--- src/rtl/chunked_addsub_pkg.sv ---
// Shared types and constants for the chunked add/sub unit.
// Imported by the top level and the testbench.
package chunked_addsub_pkg;

   typedef enum logic [1:0] {
      ST_IDLE = 2'd0,
      ST_RUN  = 2'd1,
      ST_DONE = 2'd2
   } state_e;

   localparam logic MODE_ADD = 1'b0;
   localparam logic MODE_SUB = 1'b1;

endpackage

--- src/rtl/chunked_addsub_if.sv ---
// Start/done request bus of the chunked add/sub unit.
// The master issues operands; the slave returns the result and flags.
interface chunked_addsub_if #(parameter int WIDTH = 32);

   logic             start;
   logic             mode;
   logic [WIDTH-1:0] a;
   logic [WIDTH-1:0] b;
   logic             busy;
   logic             done;
   logic [WIDTH-1:0] s;
   logic             cout;
   logic             ovf;
   logic             zero;

   modport master (
      output start, mode, a, b,
      input  busy, done, s, cout, ovf, zero
   );

   modport slave (
      input  start, mode, a, b,
      output busy, done, s, cout, ovf, zero
   );

endinterface

--- src/rtl/chunked_addsub_rca_n.sv ---
// Combinational N-bit ripple-carry adder.
// Also exposes the carry into the MSB so the caller can form signed overflow.
module rca_n #(
   parameter int N = 8
) (
   input  logic [N-1:0] a_i,
   input  logic [N-1:0] b_i,
   input  logic         cin_i,
   output logic [N-1:0] s_o,
   output logic         cout_o,
   output logic         c_msb_in_o
);

   logic [N-1:0] sum;
   logic         carry;
   logic         cMsb;

   always_comb begin
      sum   = '0;
      carry = cin_i;
      cMsb  = 1'b0;
      for (int i = 0; i < N; i++) begin
         if (i == N - 1) cMsb = carry;
         sum[i] = a_i[i] ^ b_i[i] ^ carry;
         carry  = (a_i[i] & b_i[i]) | (carry & (a_i[i] ^ b_i[i]));
      end
   end

   assign s_o        = sum;
   assign cout_o     = carry;
   assign c_msb_in_o = cMsb;

endmodule

--- src/rtl/chunked_addsub.sv ---
// Multi-cycle WIDTH-bit adder/subtractor that processes CHUNK bits per clock
// through a single ripple-carry stage, with a start/busy/done handshake and status flags.
module chunked_addsub
   import chunked_addsub_pkg::*;
#(
   parameter int WIDTH = 32,
   parameter int CHUNK = 8
) (
   input  logic           clk,
   input  logic           rst_n,
   chunked_addsub_if.slave bus
);

   localparam int NCHUNK = WIDTH / CHUNK;
   localparam int CW     = $clog2(NCHUNK + 1);
   localparam logic [CW-1:0] LAST_CNT = CW'(NCHUNK - 1);

   state_e           state_q, state_d;
   logic [WIDTH-1:0] opA_q, opA_d;
   logic [WIDTH-1:0] opB_q, opB_d;
   logic [WIDTH-1:0] acc_q, acc_d;
   logic [WIDTH-1:0] s_q, s_d;
   logic [CW-1:0]    cnt_q, cnt_d;
   logic             carry_q, carry_d;
   logic             cout_q, cout_d;
   logic             ovf_q, ovf_d;
   logic             zero_q, zero_d;

   logic [CHUNK-1:0] chunkSum;
   logic             chunkCout;
   logic             chunkMsbIn;
   logic [WIDTH-1:0] accNext;

   rca_n #(.N(CHUNK)) uRca (
      .a_i        (opA_q[CHUNK-1:0]),
      .b_i        (opB_q[CHUNK-1:0]),
      .cin_i      (carry_q),
      .s_o        (chunkSum),
      .cout_o     (chunkCout),
      .c_msb_in_o (chunkMsbIn)
   );

   // Each new chunk sum enters at the MSB end, so after NCHUNK steps the low chunk sits at bit 0.
   assign accNext = WIDTH'({chunkSum, acc_q} >> CHUNK);

   always_ff @(posedge clk or negedge rst_n) begin
      if (!rst_n) begin
         state_q <= ST_IDLE;
         opA_q   <= '0;
         opB_q   <= '0;
         acc_q   <= '0;
         s_q     <= '0;
         cnt_q   <= '0;
         carry_q <= 1'b0;
         cout_q  <= 1'b0;
         ovf_q   <= 1'b0;
         zero_q  <= 1'b0;
      end else begin
         state_q <= state_d;
         opA_q   <= opA_d;
         opB_q   <= opB_d;
         acc_q   <= acc_d;
         s_q     <= s_d;
         cnt_q   <= cnt_d;
         carry_q <= carry_d;
         cout_q  <= cout_d;
         ovf_q   <= ovf_d;
         zero_q  <= zero_d;
      end
   end

   always_comb begin
      state_d = state_q;
      opA_d   = opA_q;
      opB_d   = opB_q;
      acc_d   = acc_q;
      s_d     = s_q;
      cnt_d   = cnt_q;
      carry_d = carry_q;
      cout_d  = cout_q;
      ovf_d   = ovf_q;
      zero_d  = zero_q;

      case (state_q)
         ST_IDLE, ST_DONE: begin
            // Subtraction is A + ~B + 1: invert B here and seed the carry with the mode bit.
            if (bus.start) begin
               state_d = ST_RUN;
               opA_d   = bus.a;
               opB_d   = bus.b ^ {WIDTH{bus.mode}};
               carry_d = (bus.mode == MODE_SUB);
               cnt_d   = '0;
            end else if (state_q == ST_DONE) begin
               state_d = ST_IDLE;
            end
         end
         ST_RUN: begin
            opA_d   = opA_q >> CHUNK;
            opB_d   = opB_q >> CHUNK;
            acc_d   = accNext;
            carry_d = chunkCout;
            cnt_d   = cnt_q + 1'b1;
            if (cnt_q == LAST_CNT) begin
               state_d = ST_DONE;
               s_d     = accNext;
               cout_d  = chunkCout;
               ovf_d   = chunkMsbIn ^ chunkCout;
               zero_d  = (accNext == '0);
            end
         end
         default: state_d = ST_IDLE;
      endcase
   end

   assign bus.busy = (state_q == ST_RUN);
   assign bus.done = (state_q == ST_DONE);
   assign bus.s    = s_q;
   assign bus.cout = cout_q;
   assign bus.ovf  = ovf_q;
   assign bus.zero = zero_q;

endmodule

--- src/flat_wrapper.sv ---
// flat-port wrapper written by rule: the top's interface ports become plain ports
module chunked_addsub_flat import chunked_addsub_pkg::*;
#(
   parameter int WIDTH = 32,
   parameter int CHUNK = 8
)
  (clk, rst_n, bus_start, bus_mode, bus_a, bus_b, bus_busy, bus_done, bus_s, bus_cout, bus_ovf, bus_zero);
  chunked_addsub_if #(.WIDTH(WIDTH)) bus_i ();
  input  logic clk;
  input  logic rst_n;
  input wire logic [$bits(bus_i.start)-1:0] bus_start;
  input wire logic [$bits(bus_i.mode)-1:0] bus_mode;
  input wire logic [$bits(bus_i.a)-1:0] bus_a;
  input wire logic [$bits(bus_i.b)-1:0] bus_b;
  output wire logic [$bits(bus_i.busy)-1:0] bus_busy;
  output wire logic [$bits(bus_i.done)-1:0] bus_done;
  output wire logic [$bits(bus_i.s)-1:0] bus_s;
  output wire logic [$bits(bus_i.cout)-1:0] bus_cout;
  output wire logic [$bits(bus_i.ovf)-1:0] bus_ovf;
  output wire logic [$bits(bus_i.zero)-1:0] bus_zero;
  assign bus_i.start = bus_start;
  assign bus_i.mode = bus_mode;
  assign bus_i.a = bus_a;
  assign bus_i.b = bus_b;
  assign bus_busy = bus_i.busy;
  assign bus_done = bus_i.done;
  assign bus_s = bus_i.s;
  assign bus_cout = bus_i.cout;
  assign bus_ovf = bus_i.ovf;
  assign bus_zero = bus_i.zero;
  chunked_addsub #(.WIDTH(WIDTH), .CHUNK(CHUNK)) u_core (.clk(clk), .rst_n(rst_n), .bus(bus_i));
endmodule
--- config.mk ---
export PLATFORM = sky130hd
export DESIGN_NAME = chunked_addsub_flat
export DESIGN_NICKNAME = d
export VERILOG_FILES = /design/src/rtl/chunked_addsub_pkg.sv /design/src/rtl/chunked_addsub_if.sv /design/src/rtl/chunked_addsub_rca_n.sv /design/src/rtl/chunked_addsub.sv /design/src/flat_wrapper.sv
export SDC_FILE = /design/constraint.sdc
export NUM_CORES = 1
export LEC_CHECK = 0
export CAP_MARGIN = 25
export CORE_MARGIN = 10
export CORE_UTILIZATION = 30
export CTS_BUF_LIST = sky130_fd_sc_hd__clkbuf_4
export DETAILED_ROUTE_END_ITERATION = 16
export GPL_TIMING_DRIVEN = 0
export PLACE_DENSITY_LB_ADDON = 0.12
export SLEW_MARGIN = 10
export SYNTH_ARGS = -nofsm -noshare
export SYNTH_HDL_FRONTEND = slang
export SYNTH_SLANG_ARGS = --single-unit
--- constraint.sdc ---
create_clock -name clk -period 5.5 [get_ports clk]
set_clock_uncertainty 0.2 [all_clocks]
set_input_delay 1.1 -clock clk [delete_from_list [all_inputs] [get_ports clk]]
set_output_delay 1.1 -clock clk [all_outputs]
set_load 0.005 [all_outputs]
==> impl_results.md <==
* Status: finished clean
* Leakage at about 3.3 nW
* Register area share after synthesis at 0.578
* Dpl ws at approximately 840 ps
* Hold/Removal Path Class: register to register
* Unrepaired setup endpoints after global routing: no
* Synthesis-to-finish area growth at 28.7%
* Vias at slightly above 4000
* Num rows at 49
* Hold_sp: u_core.cnt_q[2]$_DFFE_PN0P_
* Max_cap viols at 0
* Setup WS post-layout at between 800 and 900 ps
* Worst-case reg-to-reg path depth at 13
* Cells after DPL at between 800 and 900
* Area after DPL at ~0.0069 sq mm
* Clock Tree Buf Depth at 2
* Slew at the pin closest to its max-slew limit at 583 ps
* CP Launch Type: register
* Routed WL per cell at approximately 18 um
* Total GRT Usage at 0.128
* Worst reg2reg path endpoint: u_core.bus.zero$_DFFE_PN0P_
* CP max FO at 3
* Total CTS buffers at 17
* Synth Register Bits at between 100 and 150
* Final period util at 0.838
* Postcts setup bufs at 0
* Worst Hold End: u_core.cnt_q[2]$_DFFE_PN0P_
* Grt ovf at 0
* TritonRoute pass-1 iters at 4
* Share of cells above drive strength 1 at 0.135
* Placeable Area at roughly 0.018 sq mm
* Register-to-register setup slack at ~890 ps
* Pwr Total at ~4.0 mW
* TritonCTS clock tree: built
* Filler cell count at 1818
* Worst R2R Start: u_core.carry_q$_DFFE_PN0P_
* Post-CTS Resized at 0
* Setup CP Type: register to register
* Die Wd at between 150 and 200 um
* Root Driver: clkbuf_4
* CP Capture Type: register
* Max-slew violations at 0
* Synth cell types at 29
* Initial Utilization at 0.308
* I/O pin total at 105
* # port buffers at 103
* Final Util at 0.397
* Syn_area_per_cell at about 12 sq um
* CP required at between 5000 and 6000 ps
* Crit path time final at around 4600 ps
* Final HPWL DP at around 11 mm
* Initial antenna violation count at 1
* Die H at roughly 160 um
* CTS Sinks at between 100 and 150
* Hold-fix buffers, CTS at 0
* DIE AREA at 0.0245 sq mm
* DRC Markers at 0
* Vias per cell at between 4 and 5
* Final setup fails at 0
* Fmax at between 0.2 and 0.25 GHz
* Mapped cell area at approximately 0.0056 sq mm
* Placer Congestion at between 0.7 and 0.8
* Non-filler cells, final at roughly 850
* Max VDD drop at 0.000167 V
* Skew-Pair Late Insertion Delay at about 530 ps
* Largest net degree at the start of global routing at 69
* Fin. Hold Viols at 0
* Post-route setup TNS at 0 ps
* Cell area power density at around 560 mW/mm^2
* Hold Path Stages at 1
* Antenna viol nets, final at 0
* Routed wire length at 15.2 mm
* Final net count at 687
* Worst hold slack at ~300 ps
* Slew headroom at 0.611
* Synthesized netlist cell count at 486
* Final design instance area without fill at between 0.007 and 0.008 sq mm
* Vias in the first global route at roughly 4400
* Synthesized net count at approximately 560
* First-pass GRT wire length at approximately 24 mm
* Synth warn at 0
* Crit path DAT at slightly below 5000 ps
* Iter 0 DRT Violations at approximately 200
* H-tree depth at 4
* Clock transition at path regs at between 100 and 150 ps
-- cells by family after synthesis --
logic type | after synthesis | synth area share
compound gates | 76 | 0.115
xor+xnor | 33 | 0.0517
fa+ha+maj | 10 | 0.0331
buf+inv | 46 | 0.0401
flops | 129 | 0.578
mux | 30 | 0.0604
simple gates | 162 | 0.122
-- where the power goes --
part | switching (mW) | leakage [nW] | internal (mW) | total [mW]
Combinational | 0.880 | 1.49 | 0.854 | 1.73
Sequential | 0.306 | 1.64 | 1.37 | 1.67
Clock | 0.347 | 0.129 | 0.263 | 0.610
Total | 1.53 | 3.25 | 2.49 | 4.02
-- flip-flops by register name, indices dropped and copies added (netlist names) --
name             count
u_core.acc_q        24
u_core.bus.cout      1
u_core.bus.ovf       1
u_core.bus.s        32
u_core.bus.zero      1
u_core.carry_q       1
u_core.cnt_q         3
u_core.opA_q        32
u_core.opB_q        32
u_core.state_q       2
-- routing by layer --
layer	up-vias	GRT usage	part of all wire
li1	1947	-	-
met5	-	0	0
met2	101	0.196	0.46
met4	0	0.0337	0.0092
met3	8	0.0463	0.063
met1	2015	0.167	0.47
-- critical path: stages (launching register included) --
cell and delay [ps]:
dfrtp_1 430, fa_1 460, fa_1 460, fa_1 450, fa_1 420, inv_1 90, fa_1 170, inv_1 50
fa_1 440, fa_1 490, inv_1 110, fa_1 260, nand4_1 150, o41ai_1 330
-- Yosys cell counts (all sizes together) --
cell type | count | area (sq um)
a221o | 27 | 270
a22o | 17 | 149
a22oi | 22 | 165
buf | 25 | 145
clkbuf | 11 | 41.3
dfrtp | 129 | 3230
fa | 8 | 160
ha | 2 | 25.0
inv | 10 | 37.5
mux2 | 30 | 338
nand2 | 96 | 360
nand2b | 2 | 12.5
nand3 | 23 | 115
nand3b | 1 | 7.51
nand4 | 2 | 12.5
nor2 | 27 | 109
nor2b | 2 | 12.5
nor3 | 2 | 10.0
nor4 | 7 | 43.8
o21ai | 8 | 40.0
o2bb2ai | 1 | 8.76
o41ai | 1 | 8.76
xnor2 | 24 | 210
xor2 | 9 | 78.8
-- how the worst max path moves through the flow --
stage,slack (ps),startpoint,to,depth (start not counted)
global route,630,u_core.carry_q$_DFFE_PN0P_,u_core.bus.zero$_DFFE_PN0P_,13
detailed placement,840,u_core.carry_q$_DFFE_PN0P_,u_core.bus.zero$_DFFE_PN0P_,13
finish,890,u_core.carry_q$_DFFE_PN0P_,u_core.bus.zero$_DFFE_PN0P_,13
global placement,-2040,rst_n,u_core.opB_q[31]$_DFFE_PN0P_,1
CTS,820,u_core.carry_q$_DFFE_PN0P_,u_core.bus.zero$_DFFE_PN0P_,13
floorplan,1210,u_core.carry_q$_DFFE_PN0P_,u_core.bus.zero$_DFFE_PN0P_,13
-- layout by cell type (no fill, tap or decap), types with 6 or more instances in the layout --
master and count:
clkdlybuf4s50_1 102, clkbuf_4 18, a22o_1 17, a221o_1 27, a22oi_1 22, nor4_1 7, nand3_1 23, dfrtp_1 129
xnor2_1 24, xor2_1 9, mux2_2 30, o21ai_0 8, inv_1 9, nor2_1 26, clkinv_1 6, clkbuf_1 11
fa_1 8, buf_2 20, nand2_1 96
-- final cells by class --
class,instances,area [sq um],share of cell area
multi-input combinational,311,2140,0.297
antenna,1,2.50,0.000348
inverter,10,37.5,0.00522
timing repair buffer,104,1060,0.147
buffer,36,186,0.0259
clock buffer,18,135,0.0188
sequential,129,3230,0.449
tap,229,287,0.0398
clock inverter,14,123,0.0170
Note: power is estimated with default switching activity, not from simulation.
